## src/rtl/add_feeder.sv

```systemverilog
// add_feeder: buffers operand pairs in a small FIFO and presents the head
// pair to an external adder. The returned sum is registered with a locally
// computed carry-out. The sum is cross-checked against an internal reference,
// and mismatches are counted.
module add_feeder #(
  parameter int C_WIDTH = 8,
  parameter int DEPTH   = 4
) (
  input  logic               clk,
  input  logic               rst_n,
  input  logic               in_valid,
  output logic               in_ready,
  input  logic [C_WIDTH-1:0] in_a,
  input  logic [C_WIDTH-1:0] in_b,
  output logic [C_WIDTH-1:0] add_a,
  output logic [C_WIDTH-1:0] add_b,
  input  logic [C_WIDTH-1:0] add_c,
  output logic               out_valid,
  input  logic               out_ready,
  output logic [C_WIDTH-1:0] out_c,
  output logic               out_ovf,
  output logic [4:0]         fifo_cnt,
  output logic               err,
  output logic [7:0]         err_cnt
);

  localparam int PW = (DEPTH > 1) ? $clog2(DEPTH) : 1;
  localparam logic [PW-1:0] PTR_ONE = PW'(1);
  localparam logic [4:0] DEPTH_C = 5'(DEPTH);

  // Full-width reference sum; the top bit is the carry-out.
  function automatic logic [C_WIDTH:0] ref_sum(input logic [C_WIDTH-1:0] a,
                                               input logic [C_WIDTH-1:0] b);
    return {1'b0, a} + {1'b0, b};
  endfunction

  logic [2*C_WIDTH-1:0] mem_r [DEPTH];
  logic [PW-1:0]        wr_ptr_r;
  logic [PW-1:0]        rd_ptr_r;
  logic [4:0]           cnt_r;
  logic                 out_valid_r;
  logic [C_WIDTH-1:0]   out_c_r;
  logic                 out_ovf_r;
  logic                 err_r;
  logic [7:0]           err_cnt_r;

  logic                 not_empty_s;
  logic                 push_s;
  logic                 load_s;
  logic [2*C_WIDTH-1:0] head_s;
  logic [C_WIDTH-1:0]   head_a_s;
  logic [C_WIDTH-1:0]   head_b_s;
  logic [C_WIDTH:0]     sum_s;
  logic                 mismatch_s;

  assign not_empty_s = (cnt_r != 5'd0);
  assign in_ready    = (cnt_r < DEPTH_C);
  assign push_s      = in_valid && in_ready;
  assign load_s      = not_empty_s && (!out_valid_r || out_ready);
  assign head_s      = mem_r[rd_ptr_r];
  assign head_a_s    = head_s[2*C_WIDTH-1:C_WIDTH];
  assign head_b_s    = head_s[C_WIDTH-1:0];
  assign sum_s       = ref_sum(head_a_s, head_b_s);
  assign mismatch_s  = (add_c != sum_s[C_WIDTH-1:0]);

  assign out_valid = out_valid_r;
  assign out_c     = out_c_r;
  assign out_ovf   = out_ovf_r;
  assign fifo_cnt  = cnt_r;
  assign err       = err_r;
  assign err_cnt   = err_cnt_r;

  // Present the head pair to the adder, or zeros when nothing is queued.
  always_comb begin
    add_a = {C_WIDTH{1'b0}};
    add_b = {C_WIDTH{1'b0}};
    if (not_empty_s) begin
      add_a = head_a_s;
      add_b = head_b_s;
    end else begin
      add_a = {C_WIDTH{1'b0}};
      add_b = {C_WIDTH{1'b0}};
    end
  end

  // Operand storage; contents are don't-care after reset, so it has no reset.
  always_ff @(posedge clk) begin
    if (push_s) begin
      mem_r[wr_ptr_r] <= {in_a, in_b};
    end
  end

  // FIFO pointers and occupancy; pointers wrap naturally since DEPTH is 2^n.
  always_ff @(posedge clk or negedge rst_n) begin
    if (!rst_n) begin
      wr_ptr_r <= {PW{1'b0}};
      rd_ptr_r <= {PW{1'b0}};
      cnt_r    <= 5'd0;
    end else begin
      if (push_s) begin
        wr_ptr_r <= wr_ptr_r + PTR_ONE;
      end
      if (load_s) begin
        rd_ptr_r <= rd_ptr_r + PTR_ONE;
      end
      case ({push_s, load_s})
        2'b10:   cnt_r <= cnt_r + 5'd1;
        2'b01:   cnt_r <= cnt_r - 5'd1;
        default: cnt_r <= cnt_r;
      endcase
    end
  end

  // Result register: load from the adder on pop, drop once consumed, else hold.
  always_ff @(posedge clk or negedge rst_n) begin
    if (!rst_n) begin
      out_valid_r <= 1'b0;
      out_c_r     <= {C_WIDTH{1'b0}};
      out_ovf_r   <= 1'b0;
    end else if (load_s) begin
      out_valid_r <= 1'b1;
      out_c_r     <= add_c;
      out_ovf_r   <= sum_s[C_WIDTH];
    end else if (out_valid_r && out_ready) begin
      out_valid_r <= 1'b0;
    end
  end

  // Sticky error flag and saturating mismatch counter, evaluated on each load.
  always_ff @(posedge clk or negedge rst_n) begin
    if (!rst_n) begin
      err_r     <= 1'b0;
      err_cnt_r <= 8'd0;
    end else if (load_s && mismatch_s) begin
      err_r <= 1'b1;
      if (err_cnt_r != 8'hFF) begin
        err_cnt_r <= err_cnt_r + 8'd1;
      end
    end
  end

endmodule

```

## config.mk

```make
export PLATFORM = sky130hd
export DESIGN_NAME = add_feeder
export DESIGN_NICKNAME = d
export VERILOG_FILES = /design/src/rtl/add_feeder.sv
export SDC_FILE = /design/constraint.sdc
export NUM_CORES = 1
export LEC_CHECK = 0
export CAP_MARGIN = 20
export CORE_MARGIN = 10
export CORE_UTILIZATION = 48
export DETAILED_ROUTE_END_ITERATION = 8
export PLACE_DENSITY = 0.76
export SETUP_SLACK_MARGIN = 0.1
export SKIP_CTS_REPAIR_TIMING = 1
export SLEW_MARGIN = 20
export SYNTH_ARGS = -nofsm -noshare
export SYNTH_HDL_FRONTEND = slang
export SYNTH_SLANG_ARGS = --single-unit
export TNS_END_PERCENT = 30
```

## constraint.sdc

```tcl
create_clock -name clk -period 3.2 [get_ports clk]
set_clock_uncertainty 0.2 [all_clocks]
set_input_delay 0.96 -clock clk [delete_from_list [all_inputs] [get_ports clk]]
set_output_delay 0.96 -clock clk [all_outputs]
set_load 0.01 [all_outputs]
```

After elaboration in Yosys (flattened, before gate mapping). Memories as Yosys holds them, arrays and structs flattened. Cells that the tools add are included. W data, S select, Z words.

Bits in writable memories: 64. Logic and storage cells: 37. ROM bits: 0. Latch bits: 0. Input bits: 28. Bits in registers: 28. Memories kept: 1. Output and inout bits: 41.

Memories: mem_r (words 4, width 16, rd ports 1, clocked after memory_dff 0, write ports 1, RTL line 37) `logic [2*C_WIDTH-1:0] mem_r [DEPTH];`.

Add/sub/neg operators: 6. Div/mod/pow operators: 0. Reduce and logical (&&, ||, !) cells: 10. Equal/unequal tests: 4. Bitwise operators: 0. Shift operators: 0. Magnitude comparators: 1. $mul: 0. Multiplexer cells: 7.

Operator list (count): $mux W8 (2); $pmux W5 S2 (1); $add A8 B8 Y9 (1); $add A8 B1 Y8 const B (1); $ne A8 B8 Y1 (1); $ne A8 B8 Y1 const B (1); $add A5 B1 Y5 const B (1); $lt A5 B3 Y1 const B (1); $reduce_bool A5 Y1 (1); $sub A5 B1 Y5 const B (1); $add A2 B1 Y2 const B (2); $logic_and A1 B1 Y1 (4); $mux W1 (4); $reduce_bool A2 Y1 (2); $eq A2 B1 Y1 const B (1); $eq A2 B2 Y1 const B (1); $reduce_and A2 Y1 (1); $logic_not A1 Y1 (1); $logic_or A1 B1 Y1 (1).

Longest topological paths before layout.
Word-level depth: 5. Mapped depth: 11.

Worst setup path before layout. No wires, ideal clock.

Kind: reg-to-reg. Start: reg rd_ptr_r[0]. End: reg err_cnt_r[6], in the netlist err_cnt[6]. Arrival: 3.085 ns. Required time: 2.872 ns. Cell stages (with the launch flop): 12. Period minus slack after synthesis: 3.413 ns. Path slack: -0.213 ns. Cells stage by stage: dfrtp_1 -> buf_2 -> buf_2 -> mux4_2 -> ha_1 -> nand2_1 -> o311ai_2 -> o31ai_2 -> xnor2_1 -> nand4_4 -> nand4_1 -> mux2_1.

Longest elaborated chain between the ends: 5.

RTL lines: start: declaration (RTL line 39) `logic [PW-1:0] rd_ptr_r;`; start signal: assignment (RTL line 97) `rd_ptr_r <= {PW{1'b0}};`; start signal: assignment (RTL line 104) `rd_ptr_r <= rd_ptr_r + PTR_ONE;`; $mem_v2 Z4 W16; $add A8 B8 Y9 (RTL line 34) `return {1'b0, a} + {1'b0, b};`; $ne A8 B8 Y1 (RTL line 64) `assign mismatch_s = (add_c != sum_s[C_WIDTH-1:0]);`; $logic_and A1 B1 Y1 (RTL line 134) `end else if (load_s && mismatch_s) begin`; $reduce_and A2 Y1 (no line); end signal: assignment (RTL line 137) `err_cnt_r <= err_cnt_r + 8'd1;`; end: declaration (RTL line 45) `logic [7:0] err_cnt_r;`.

No other way between the ends. A chain may end at the register's enable or synchronous reset.

Worst setup path after layout.
Start: reg rd_ptr_r[0]. End: reg err_cnt_r[7], in the netlist err_cnt[7].

The elaborated chain is that of the path after synthesis.

==> results.md <==
- Synthesis Warnings: 0
- R2R Path Start: rd_ptr_r[0]
- GPL Wtd Cong: 0.814
- Slowest stage cell, crit path: mux4_2
- WHS Path Cells: 1
- Reg-to-Reg End: err_cnt[7]
- Critical Path RT: 3.24 ns
- Hold EP: err
- Post-DRT Antenna Nets: 0
- Layout cells sized above 1: 26.2%
- DR WL/cell: 18.1 um
- Mapped Cells: 263
- Share of power burned in combinational logic: 56.3%
- Worst IR Drop VDD: 0.000462 V
- P_int: 3420 uW
- Grt ovf: 0
- Clock power frac: 13.0%
- Netlist Area Pre-Place: 4200 um2
- Crit share post-route: 102%
- Drt drc: 0
- Synth Register Bits: 92
- Fin. max-slew vios: 0
- Largest stage delay, worst path: 0.54 ns
- Starting Density: 48.7%
- Num CTS Buffers: 9
- Worst hold start: err
- Largest net degree at the start of global routing: 29
- Reg2Reg Depth: 11
- I/O pin count: 69
- Detailed-route wire length: 8.59 mm
- IO Port Bufs: 68
- Sequential share of the synthesized area: 62.4%
- Place WS: -0.182 ns
- CP Capture Type: register
- Adder-cell share of the synthesized area: 6.01%
- Die width: 114 um
- Critical path cell sequence: buf_6 -> mux4_2 -> ha_4 -> fa_2 -> a21oi_2 -> o21bai_2 -> xnor2_2 -> nor4_4 -> nand4_4 -> nand4_1 -> mux2_4
- Leakage dissipation: 0.00215 uW
- Reg power frac: 30.7%
- Least-Margin Pin Slew: 0.379 ns
- # Max-Cap Violations: 0
- Status: finished, violations left
- Tot GR Track Use: 13.4%
- Net Switching: 1960 uW
- CTS Root Cell: clkbuf_8
- Worst skew pair latency: 0.36 ns
- Reg2Reg Setup Slack: -0.06 ns
- CP max FO: 8
- Failing checks: negative setup slack
- Vias per inst: 5.18
- Mapped Nets: 310
- Area Overhead vs Synth: 30.0%
- Final worst setup slack: -0.0647 ns
- Switch share: 36.5%
- Core area: 8640 um2
- Peak Freq: 306 MHz
- Maximum clock path buffer count: 2
- Min cycle time layout: 3.26 ns
- Setup Viol. Count Final: 4
- Vias: 2461
- CTS tree: done
- CP startpoint: rd_ptr_r[0]
- Largest family of logic cells by synthesized area: multiplexers
- Finished Layout Cells: 475
- Reg clk slew, reported paths: 0.10 ns
- Max-slew headroom: 74.7%
- Sink Count: 92
- DR pass1 iterations: 5
- Vias in the first global route: 2682
- Critical path type: reg -> reg
- Synth Area in Simple Gates: 8.84%
- First-pass GRT wire length: 13.7 mm
- Initial antenna violation count: 0
- Placed insts: 457
- RSZ-0062 raised after global routing: yes
- Mux share of post-synthesis cell area: 12.1%
- Compound-Gate Fraction of Synth Area: 3.84%
- Min-delay worst type: reg -> reg
- CP arrival: 3.30 ns
- Power per cell area: 985 nW/um2
- Nets: 409
- Row count: 34
- Starting DRT DRC Count: 66
- XOR/XNOR Fraction of Synth Area: 5.42%
- CTS H-tree lvls: 3
- DPL Wire Length: 6.28 mm
- Ant diodes: 0
- Final hold vios: 0
- Die area: 12900 um2
- Avg Cell Area, Syn: 16.0 um2
- CP Launch Type: register
- Die Ht: 114 um
- Distinct cell type count after synthesis: 35
## worst max-delay path by stage
stage,to,slack [ns]
after floorplan,err_cnt[7],0.04
after CTS,add_a[5],-0.44
after global routing,err_cnt[2],-0.19
after global placement,fifo_cnt[4],-0.12
final,err_cnt[7],-0.06
after detailed placement,fifo_cnt[4],-0.18
## power by group through the flow
stage	registers [uW]	logic (uW)	clock network, uW
2_1_floorplan	1680	1850	0
3_3_place_gp	1670	2910	0
3_5_place_dp	1680	2960	0
4_1_cts	1660	2970	715
5_1_grt	1690	3310	773
6_report	1660	3030	698
## per-layer routing
metal  GRT usage [%]  share of wire (%)
met3            2.83                4.3
met5               0                  0
met2            23.6                 53
met1            15.3                 41
met4            5.84                1.8
## cell type report
class | instances | area [um2]
Clock buffer | 10 | 128
Timing Repair Buffer | 96 | 936
Inverter | 6 | 22.5
Sequential cell | 92 | 2630
Clock inverter | 6 | 46.3
Tap cell | 108 | 135
Fill cell | 639 | 3170
Multi-Input combinational cell | 157 | 1570
## cell usage after synthesis, drive strengths merged
cell type	number	area share, %
edfxtp	64	46
o211ai	1	0.18
mux2	13	3.6
nand2	12	1.1
a21oi	8	1.0
dfrtp	28	17
nor2	6	0.54
o31ai	1	0.30
buf	3	0.36
ha	17	5.1
nand2b	4	0.60
and3	8	1.2
nor4	1	0.51
fa	2	0.95
o311ai	1	0.39
a211oi	1	0.30
xor2	7	1.5
xnor2	19	4.0
mux4	16	8.6
o21ai	4	0.48
clkbuf	5	0.45
o21bai	2	0.45
inv	6	0.54
nor3	1	0.24
and4	1	0.21
a21o	4	0.71
nand3	5	0.71
nand4	5	1.1
and2	18	2.7
## cells in the final DEF (no fill, tap or decap), types with 6 or more instances in the layout
cell type        netlist  routed
buf_4                  0      25
a21oi_1                7       6
inv_1                  6       6
mux2_2                 9       9
edfxtp_1              64      64
clkbuf_8               0       9
nand2_1               12      11
clkdlybuf4s50_1        0      52
xor2_1                 7       7
nor2_1                 6       6
dlymetal6s2s_1         0      11
dfrtp_1               28      26
mux4_2                16      16
and2_1                18      15
xnor2_1               19      18
ha_1                  17      15
and3_1                 8       8
## worst max-delay path, delay by kind of cell, from the launching register on
family	cells	cell delay (ns)
fa+ha+maj	2	0.54
compound gates	2	0.27
flops	1	0.41
buf+inv	1	0.11
mux	2	0.84
xor+xnor	1	0.16
simple gates	3	0.61
## cells by family after synthesis
group           Yosys count
compound gates           22
xor+xnor                 26
fa+ha+maj                19
buf+inv                  14
flops                    92
mux                      29
simple gates             61
## state kept, by name, indices dropped and copies added, names as in the netlist
signal	flops
err	1
err_cnt	8
fifo_cnt	5
mem_r	64
out_c	8
out_ovf	1
out_valid	1
rd_ptr_r	2
wr_ptr_r	2
## through the flow
stage                     hold slack, ns  TNS [ns]  cell area, um2  power, uW  utilization, %
after global placement             0.240    -0.378            5200       4580            60.2
final                              0.262    -0.189            5470       5390            63.3
after detailed placement           0.251    -0.541            5200       4650            60.2
after CTS                          0.267     -4.59            5370       5340            62.2
after global routing               0.294    -0.883            5470       5770            63.3
after floorplan                    0.293         0            4240       3530               -
Power figures use the tool's default switching activity.
